$ cat config.mk
export PLATFORM = sky130hd
export DESIGN_NAME = uart_rx_flat
export DESIGN_NICKNAME = d
export VERILOG_FILES = /design/src/rtl/uart_rx_if.sv /design/src/rtl/uart_rx.sv /design/src/flat_wrapper.sv
export SDC_FILE = /design/constraint.sdc
export NUM_CORES = 1
export LEC_CHECK = 0
export ABC_AREA = 1
export BUFFER_PORTS_ARGS = -buffer_cell sky130_fd_sc_hd__buf_2
export CORE_UTILIZATION = 50
export DETAILED_ROUTE_END_ITERATION = 8
export HOLD_SLACK_MARGIN = 0.05
export PLACE_DENSITY = 0.76
export REMOVE_ABC_BUFFERS = 1
export SKIP_LAST_GASP = 1
export SLEW_MARGIN = 40
export SYNTH_ARGS = -nofsm -noshare
export SYNTH_HDL_FRONTEND = slang
export SYNTH_SLANG_ARGS = --single-unit
$ cat constraint.sdc
create_clock -name i_uart_clk -period 2.3 [get_ports i_uart_clk]
set_input_delay 0.345 -clock i_uart_clk [delete_from_list [all_inputs] [get_ports i_uart_clk]]
set_output_delay 0.345 -clock i_uart_clk [all_outputs]
set_load 0.01 [all_outputs]
$ cat src/rtl/uart_rx_if.sv
// rtl/uart_rx_if.sv - Serial line and received-byte bundle for uart_rx
// Purpose: groups the serial input line and the receiver's result outputs.
// Signals:
//   i_rx_data      serial line into the receiver, idles high
//   o_byte_out     last correctly framed byte
//   o_data_valid   one-cycle pulse, o_byte_out just updated
//   o_frame_error  one-cycle pulse, stop bit sampled low
//   o_rx_active    receiver is inside a frame (START/DATA/STOP)
// Modports: master drives the line and observes results; slave is the receiver.
interface uart_rx_if;
  logic       i_rx_data;
  logic [7:0] o_byte_out;
  logic       o_data_valid;
  logic       o_frame_error;
  logic       o_rx_active;

  modport master (
    output i_rx_data,
    input  o_byte_out,
    input  o_data_valid,
    input  o_frame_error,
    input  o_rx_active
  );

  modport slave (
    input  i_rx_data,
    output o_byte_out,
    output o_data_valid,
    output o_frame_error,
    output o_rx_active
  );
endinterface

$ cat src/rtl/uart_rx.sv
// rtl/uart_rx.sv - 8N1 UART receiver with centre-of-bit sampling
// Purpose: recovers bytes from an 8N1 serial stream at BAUD_MULT clocks per bit.
// Ports:
//   i_uart_clk  sole clock, rising edge
//   i_reset     synchronous active-high reset
//   rx_if       uart_rx_if.slave: i_rx_data in; o_byte_out, o_data_valid,
//               o_frame_error, o_rx_active out (all outputs registered)
module uart_rx #(
  parameter int BAUD_MULT = 1666
) (
  input  logic     i_uart_clk,
  input  logic     i_reset,
  uart_rx_if.slave rx_if
);
  localparam int HALF = BAUD_MULT / 2;
  localparam int CW   = $clog2(BAUD_MULT);
  localparam logic [CW-1:0] CNT_HALF = CW'(HALF - 1);
  localparam logic [CW-1:0] CNT_LAST = CW'(BAUD_MULT - 1);

  typedef enum logic [2:0] {
    S_IDLE,
    S_START,
    S_DATA,
    S_STOP,
    S_WAIT_IDLE
  } state_t;

  state_t        state_q, state_d;
  logic [CW-1:0] cnt_q, cnt_d;
  logic [2:0]    bit_idx_q, bit_idx_d;
  logic [7:0]    shift_q, shift_d;
  logic [7:0]    byte_q, byte_d;
  logic          valid_q, valid_d;
  logic          ferr_q, ferr_d;
  logic          active_q, active_d;
  logic          sync1_q, rx_s_q;

  always_comb begin
    state_d   = state_q;
    cnt_d     = cnt_q;
    bit_idx_d = bit_idx_q;
    shift_d   = shift_q;
    byte_d    = byte_q;
    valid_d   = 1'b0;
    ferr_d    = 1'b0;

    case (state_q)
      S_IDLE: begin
        if (!rx_s_q) begin
          state_d = S_START;
          cnt_d   = '0;
        end
      end

      // Re-check the line half a bit in; a high level here was a glitch.
      S_START: begin
        if (cnt_q == CNT_HALF) begin
          cnt_d = '0;
          if (!rx_s_q) begin
            state_d   = S_DATA;
            bit_idx_d = '0;
          end else begin
            state_d = S_IDLE;
          end
        end else begin
          cnt_d = cnt_q + 1'b1;
        end
      end

      // Counting a full bit from mid-start lands every sample mid-bit.
      S_DATA: begin
        if (cnt_q == CNT_LAST) begin
          shift_d[bit_idx_q] = rx_s_q;
          cnt_d = '0;
          if (bit_idx_q == 3'd7) begin
            state_d = S_STOP;
          end else begin
            bit_idx_d = bit_idx_q + 1'b1;
          end
        end else begin
          cnt_d = cnt_q + 1'b1;
        end
      end

      // Leaving at mid-stop lets a back-to-back start bit be caught.
      S_STOP: begin
        if (cnt_q == CNT_LAST) begin
          cnt_d = '0;
          if (rx_s_q) begin
            byte_d  = shift_q;
            valid_d = 1'b1;
            state_d = S_IDLE;
          end else begin
            ferr_d  = 1'b1;
            state_d = S_WAIT_IDLE;
          end
        end else begin
          cnt_d = cnt_q + 1'b1;
        end
      end

      // A held-low line (break) must go high before a new start is accepted.
      S_WAIT_IDLE: begin
        if (rx_s_q) begin
          state_d = S_IDLE;
        end
      end

      default: state_d = S_IDLE;
    endcase

    active_d = (state_d == S_START) || (state_d == S_DATA) || (state_d == S_STOP);
  end

  always_ff @(posedge i_uart_clk) begin
    if (i_reset) begin
      sync1_q   <= 1'b1;
      rx_s_q    <= 1'b1;
      state_q   <= S_IDLE;
      cnt_q     <= '0;
      bit_idx_q <= '0;
      shift_q   <= '0;
      byte_q    <= '0;
      valid_q   <= 1'b0;
      ferr_q    <= 1'b0;
      active_q  <= 1'b0;
    end else begin
      sync1_q   <= rx_if.i_rx_data;
      rx_s_q    <= sync1_q;
      state_q   <= state_d;
      cnt_q     <= cnt_d;
      bit_idx_q <= bit_idx_d;
      shift_q   <= shift_d;
      byte_q    <= byte_d;
      valid_q   <= valid_d;
      ferr_q    <= ferr_d;
      active_q  <= active_d;
    end
  end

  assign rx_if.o_byte_out    = byte_q;
  assign rx_if.o_data_valid  = valid_q;
  assign rx_if.o_frame_error = ferr_q;
  assign rx_if.o_rx_active   = active_q;
endmodule

$ cat src/flat_wrapper.sv
// flat-port wrapper written by rule: the top's interface ports become plain ports
module uart_rx_flat 
#(
  parameter int BAUD_MULT = 1666
)
  (i_uart_clk, i_reset, rx_if_i_rx_data, rx_if_o_byte_out, rx_if_o_data_valid, rx_if_o_frame_error, rx_if_o_rx_active);
  uart_rx_if rx_if_i ();
  input  logic i_uart_clk;
  input  logic i_reset;
  input wire logic [$bits(rx_if_i.i_rx_data)-1:0] rx_if_i_rx_data;
  output wire logic [$bits(rx_if_i.o_byte_out)-1:0] rx_if_o_byte_out;
  output wire logic [$bits(rx_if_i.o_data_valid)-1:0] rx_if_o_data_valid;
  output wire logic [$bits(rx_if_i.o_frame_error)-1:0] rx_if_o_frame_error;
  output wire logic [$bits(rx_if_i.o_rx_active)-1:0] rx_if_o_rx_active;
  assign rx_if_i.i_rx_data = rx_if_i_rx_data;
  assign rx_if_o_byte_out = rx_if_i.o_byte_out;
  assign rx_if_o_data_valid = rx_if_i.o_data_valid;
  assign rx_if_o_frame_error = rx_if_i.o_frame_error;
  assign rx_if_o_rx_active = rx_if_i.o_rx_active;
  uart_rx #(.BAUD_MULT(BAUD_MULT)) u_core (.i_uart_clk(i_uart_clk), .i_reset(i_reset), .rx_if(rx_if_i));
endmodule
==> results.json, run 1 <==
{
  "status": "finished, final reports clean",
  "design_area_um2": 2201,
  "finalWeightedCongestion": 0.9396,
  "skew_ps": 4.589,
  "cts_tree": "built",
  "io_pins": 14,
  "grt_pass1_vias": 1551,
  "cp.required_ps": 2490,
  "avgSynthCellArea_um2": 6.672,
  "endpoint_kind": "flip-flop",
  "yosys_warnings": 0,
  "crit_path_cell_trace": "inv_1 > o21ai_1 > o21ai_0 > nand2_1 > nand3b_1 > inv_1",
  "tightest_slew_ps": 698.8,
  "drv_cap": 0,
  "maxSlewHeadroom": 0.5336,
  "drive_gt1_frac": 0.1286,
  "cts_buffer_depth": 2,
  "antenna_found_initial": 0,
  "final_nets": 318,
  "syn_inst": 298,
  "drt_pre_antenna_iters": 4,
  "hold_viol": 0,
  "die_w_um": 65.06,
  "vias_per_cell": 4.967,
  "h-tree-depth": 2,
  "path_clk_slew_ps": 70,
  "area_growth_pct": 10.70,
  "via_count": 1783,
  "yosysUniqueCellTypes": 25,
  "irDropWorstVdd_mv": 0.4019,
  "finalSetupTns_ps": 0,
  "crit_type": "flip-flop to flip-flop",
  "dieHeight_um": 65.06,
  "fin_total_pwr_mw": 1.428,
  "drtIter0Drc": 94,
  "synth_flop_cell": "dfxtp_1",
  "synthArstFlopShare": 0,
  "path_buf_inv": 2,
  "min_path_type": "input port to flip-flop",
  "num_rows": 22,
  "critPathTopFamily": "compound AO/OA/AOI/OAI gates",
  "max_stage_delay_ps": 610,
  "clk_latency_ps": 290,
  "power.leakage_nw": 1.042,
  "worstPathArrival_ps": 2000,
  "syn_area_um2": 1988,
  "setup_viol": 0,
  "fin_crit_sh": 0.7868,
  "crit_top_cell": "inv_1",
  "start_util": 0.5311,
  "grt_overflow": 0,
  "final_util": 0.5879,
  "n_fill_cell": 374,
  "cts-resized-gates": 0,
  "grt.total_usage": 0.2046,
  "cts.sinks": 38,
  "dp_hpwl_um": 2652,
  "cts_setup_buffers": 0,
  "max_freq_ghz": 0.5526,
  "drc_errors": 0,
  "synth_edf_count": 0,
  "ys_ff_latch": 38,
  "yosysSeqAreaShare": 0.3826,
  "grt_max_degree": 21,
  "core-area_um2": 3744,
  "antenna_left": 0,
  "clockRootBuffer": "clkbuf_8",
  "rsz0062_at_grt": "no",
  "worst-path-max-fanout": 11,
  "cts_buffers": 5,
  "finalMaxSlewViolations": 0,
  "cts_hold_buffers": 0,
  "placed_area_um2": 2054,
  "grt_pass1_wl_um": 6637,
  "n_antenna_cell": 0,
  "numPortBuffers": 13,
  "p_per_area_nw_per_um2": 648.9,
  "critPathSlowestCell": "dfxtp_1",
  "die_area_um2": 4233,
  "period_minus_slack_ps": 1810,
  "wl_per_cell_um": 10.48,
  "wirelength_um": 3763,
  "critPathLaunchType": "flip-flop"
}
-- report_power, final --
part,internal (mW),switching [mW],leakage [nW]
clock network,0.462,0.232,0.0714
registers,0.664,0.00694,0.307
logic,0.0180,0.0448,0.664
-- state kept, by name, summed over array words and instances (netlist names) --
register,flops
u_core.cnt_q,11
u_core.rx_if.o_byte_out,8
u_core.shift_q,8
u_core.bit_idx_q,3
u_core.state_q,3
u_core.rx_if.o_data_valid,1
u_core.rx_if.o_frame_error,1
u_core.rx_if.o_rx_active,1
u_core.rx_s_q,1
u_core.sync1_q,1
-- kinds of logic after synthesis --
| group | Yosys count | share of synthesized area |
|---|---|---|
| fa+ha+maj | 5 | 0.03147 |
| flops | 38 | 0.3826 |
| xor+xnor | 4 | 0.01762 |
| compound gates | 20 | 0.05161 |
| buf+inv | 51 | 0.1126 |
| simple gates | 180 | 0.4040 |
-- stage by stage --
stage	instances	setup WS (ps)	hold WS [ps]
6_report	359	490.3	232.3
5_1_grt	359	296.8	219.5
4_1_cts	359	484.7	224.8
3_5_place_dp	351	491.8	393.2
3_3_place_gp	351	534.5	392.3
2_1_floorplan	289	812.4	389.5
-- layer usage --
layer | part of all wire | global-route usage
met1 | 0.50 | 0.2772
met2 | 0.43 | 0.2995
met3 | 0.049 | 0.05986
met4 | 0.021 | 0.08696
met5 | 0 | 0
-- path summary, 6_finish.rpt --
| kind | from | to | slack [ps] | depth (start not counted) |
|---|---|---|---|---|
| hold reg to reg | u_core.sync1_q$_SDFF_PP1_ | u_core.rx_s_q$_SDFF_PP1_ | 410 | 1 |
| setup reg to reg | u_core.rx_s_q$_SDFF_PP1_ | u_core.cnt_q[3]$_SDFFE_PP0P_ | 490 | 6 |
| setup / recovery | u_core.rx_s_q$_SDFF_PP1_ | u_core.cnt_q[3]$_SDFFE_PP0P_ | 490 | 6 |
| hold / removal | rx_if_i_rx_data | u_core.sync1_q$_SDFF_PP1_ | 230 | 2 |
-- placed cells by master (no fill, tap or decap), types with 2 or more instances in the layout --
cell / n
nand2_1: 68
nor2_1: 55
dfxtp_1: 38
inv_1: 36
nand3_1: 32
a21oi_1: 13
buf_2: 13
nand4_1: 8
inv_2: 6
clkbuf_8: 6
nor3_1: 5
ha_1: 5
xor2_1: 4
nor2_4: 3
nor2_2: 3
o21ai_1: 3
o21ai_0: 2
or2_2: 2
bufinv_16: 2
-- cell usage after synthesis (2+ instances only) --
master    count  share of area
nand2_1      68           0.13
nor2_1       55           0.10
dfxtp_1      38           0.38
inv_1        36          0.068
nand3_1      32          0.081
a21oi_1      14          0.035
nand4_1       8          0.025
inv_2         6          0.011
ha_1          5          0.031
nor3_1        5          0.013
xor2_1        4          0.018
buf_6         3          0.017
nor2_2        3         0.0094
nor2_4        3          0.017
o21ai_1       3         0.0075
buf_2         2         0.0050
buf_4         2         0.0075
clkbuf_1      2         0.0038
o21ai_0       2         0.0050
or2_2         2         0.0063
-- final cells by class --
class | instances | area [um2] | area share
clock buffers | 6 | 82.58 | 0.03752
clock inverters | 2 | 60.06 | 0.02729
inverters | 42 | 157.7 | 0.07163
multi-input cells | 209 | 1007 | 0.4576
flip-flops and latches | 38 | 760.7 | 0.3457
well taps | 48 | 60.06 | 0.02729
repair buffers | 14 | 72.57 | 0.03297
Note: power is estimated with default switching activity, not from simulation.
==> run 2: changes to the inputs <==
- PLACE_DENSITY: 0.76 -> 0.79
- clock period: 2.3 -> 1.5 ns (I/O delays scaled with it)
==> run 2 against run 1 <==
Net effect: the flow now finishes with violations (setup timing); maximum frequency rose by 13%; hold slack got worse by 110 ps; via count is 8.2% higher; largest power group is now registers; die area unchanged; core utilization is 4.3 points higher; clock power down 4.9%; clock skew up 1.8 ps; largest cell class unchanged; critical path depth increased by 5; design area up 7.4%; sequential power grew 54%; sequential share of layout area is 2.2 points lower.
==> results.json, run 2 (same netlist as run 1, synthesis figures left out) <==
{
  "wl_met2_um": 2061,
  "finalMaxSlewViolations": 0,
  "rsz0062_at_grt": "yes",
  "final_nets": 335,
  "max_stage_delay_ps": 330,
  "clkPwrFrac": 0.362,
  "min_path_type": "input port to flip-flop",
  "p_per_area_nw_per_um2": 770.8,
  "min_from": "rx_if_i_rx_data",
  "r2r_cells": 11,
  "final_cell_mix": "nand2_1 (64), nor2_1 (52), inv_1 (34), dfxtp_1 (34), nand3_1 (27)",
  "tightest_slew_ps": 475.8,
  "multi_input_area_um2": 1101,
  "path_clk_slew_ps": 70,
  "die_area_um2": 4233,
  "maxSlewHeadroom": 0.6817,
  "irDropWorstVdd_mv": 0.4545,
  "fin_crit_sh": 1.069,
  "p_seq_frac": 0.565,
  "wl_met1_um": 2011,
  "clockRootBuffer": "clkbuf_8",
  "area_growth_pct": 18.88,
  "maxUsedRoutingLayer": "met4",
  "io_pins": 14,
  "worstPathArrival_ps": 1790,
  "layout_setup_ws_ps": -103.5,
  "start_util": 0.5311,
  "grt_overflow": 0,
  "wl_per_cell_um": 12.10,
  "dp_hpwl_um": 2907,
  "r2r-end": "u_core.cnt_q[7]$_SDFFE_PP0P_",
  "grt_pass1_vias": 1609,
  "cts_tree": "built",
  "largest-register": "u_core.cnt_q",
  "die_w_um": 65.06,
  "antenna_found_initial": 0,
  "cts.sinks": 38,
  "hold_viol": 0,
  "power.leakage_nw": 1.126,
  "p_switching_mw": 0.4412,
  "cts_buffer_depth": 2,
  "crit_type": "flip-flop to flip-flop",
  "hold_depth": 2,
  "final_common_cell": "nand2_1",
  "clk_latency_ps": 290,
  "num_rows": 22,
  "drt_pre_antenna_iters": 5,
  "fin_cells": 375,
  "switching_share": 0.2422,
  "status": "finished with violations",
  "period_minus_slack_ps": 1604,
  "placedCellCount": 361,
  "final_util": 0.6314,
  "wl_met3_um": 326,
  "max_freq_ghz": 0.6236,
  "grt_pass1_wl_um": 6900,
  "largest_reg_flops": 11,
  "via_count": 1929,
  "h-tree-depth": 2,
  "critPathLaunchType": "flip-flop",
  "dieHeight_um": 65.06,
  "worst-path-max-fanout": 3,
  "endpoint_kind": "flip-flop",
  "skew_ps": 6.388,
  "n_fill_cell": 336,
  "drive_gt1_frac": 0.2355,
  "p_comb_frac": 0.072,
  "finalWeightedCongestion": 0.9542,
  "grt_max_degree": 18,
  "vias_per_cell": 5.144,
  "crit_path_cell_trace": "inv_2 > ha_4 > nand2_2 > inv_2 > nand2_2 > nor2_2 > nand2_1 > nand2_1 > nand2_1 > nor2_2 > nor2_1",
  "fin_total_pwr_mw": 1.822,
  "crit_top_cell": "nand2_1",
  "cts_hold_buffers": 0,
  "r2r_start": "u_core.cnt_q[1]$_SDFFE_PP0P_",
  "grt.total_usage": 0.2124,
  "violations": "setup timing",
  "worstHoldEndpoint": "u_core.sync1_q$_SDFF_PP1_",
  "drv_cap": 0,
  "antenna_left": 0,
  "critPathSlowestCell": "dfxtp_2",
  "setup_viol": 20,
  "regArea_um2": 765.7,
  "cts_buffers": 5,
  "p_int_mw": 1.381,
  "drtIter0Drc": 126,
  "n_antenna_cell": 0,
  "reg2reg_slack_ps": -100,
  "wirelength_um": 4536,
  "cp.required_ps": 1690,
  "drc_errors": 0,
  "numPortBuffers": 13,
  "core-area_um2": 3744
}
## run 2: cell types whose count changed in the layout (fill, tap and decap cells not counted), moves of 3 or more
cell / delta
buf_4: +14
nand3_1: -5
dfxtp_1: -4
dfxtp_2: +4
nand2_1: -4
nand2_2: +4
nand3_2: +4
nor2_1: -3
nor2_2: +3
## run 2: cell type report
type | count | share of cell area
clock inverters | 2 | 0.004235
well taps | 48 | 0.02541
flip-flops and latches | 38 | 0.3240
multi-input cells | 210 | 0.4659
repair buffers | 30 | 0.08470
inverters | 42 | 0.06670
clock buffers | 5 | 0.02912
## run 2: timing repair
item / CTS / global route
endpoints found under the setup margin: 13 / 36
pin swaps: 1 / 12
cloned: 0 / 1
gates resized for setup: 3 / 25
buffers inserted: 1 / 5
## run 2: worst max-delay path: cells and delay by family (launching register included)
| family | cells | cell delay, ps |
|---|---|---|
| fa+ha+maj | 1 | 150 |
| simple gates | 8 | 850 |
| flops | 1 | 330 |
| buf+inv | 2 | 160 |
## run 2: through the flow
| step | setup WS [ps] | hold WS (ps) | instance area (um2) | TNS, ps |
|---|---|---|---|---|
| 3_5_place_dp | -44.01 | 400.0 | 2130 | -176.5 |
| 5_1_grt | -190.6 | 100.1 | 2364 | -3063 |
| 6_report | -103.5 | 118.0 | 2364 | -744.8 |
| 4_1_cts | -11.24 | 107.5 | 2227 | -39.57 |
| 2_1_floorplan | 12.36 | 294.1 | 1922 | 0 |
| 3_3_place_gp | -19.24 | 393.3 | 2130 | -57.46 |
## run 2: per-layer routing
metal | vias up | global-route usage
met1 | 856 | 0.2829
met3 | 12 | 0.05282
li1 | 988 | -
met5 | - | 0
met4 | 0 | 0.08424
met2 | 73 | 0.3268
## run 2: power by group through the flow
| stage | logic, mW | registers [mW] | clock network [mW] |
|---|---|---|---|
| 6_report | 0.132 | 1.03 | 0.660 |
| 5_1_grt | 0.144 | 1.03 | 0.718 |
| 4_1_cts | 0.108 | 1.03 | 0.676 |
| 3_5_place_dp | 0.105 | 1.05 | 0 |
| 3_3_place_gp | 0.102 | 1.05 | 0 |
| 2_1_floorplan | 0.0613 | 1.05 | 0 |
## run 2: worst max path at each step
stage | slack (ps) | startpoint | end
4_1_cts | -10 | u_core.cnt_q[1]$_SDFFE_PP0P_ | u_core.rx_if.o_byte_out[6]$_SDFFE_PP0P_
6_report | -100 | u_core.cnt_q[1]$_SDFFE_PP0P_ | u_core.cnt_q[7]$_SDFFE_PP0P_
2_1_floorplan | 10 | u_core.rx_s_q$_SDFF_PP1_ | u_core.cnt_q[7]$_SDFFE_PP0P_
3_5_place_dp | -40 | u_core.cnt_q[1]$_SDFFE_PP0P_ | u_core.cnt_q[6]$_SDFFE_PP0P_
5_1_grt | -190 | u_core.cnt_q[1]$_SDFFE_PP0P_ | u_core.bit_idx_q[2]$_SDFFE_PP0P_
3_3_place_gp | -20 | u_core.cnt_q[1]$_SDFFE_PP0P_ | u_core.cnt_q[6]$_SDFFE_PP0P_
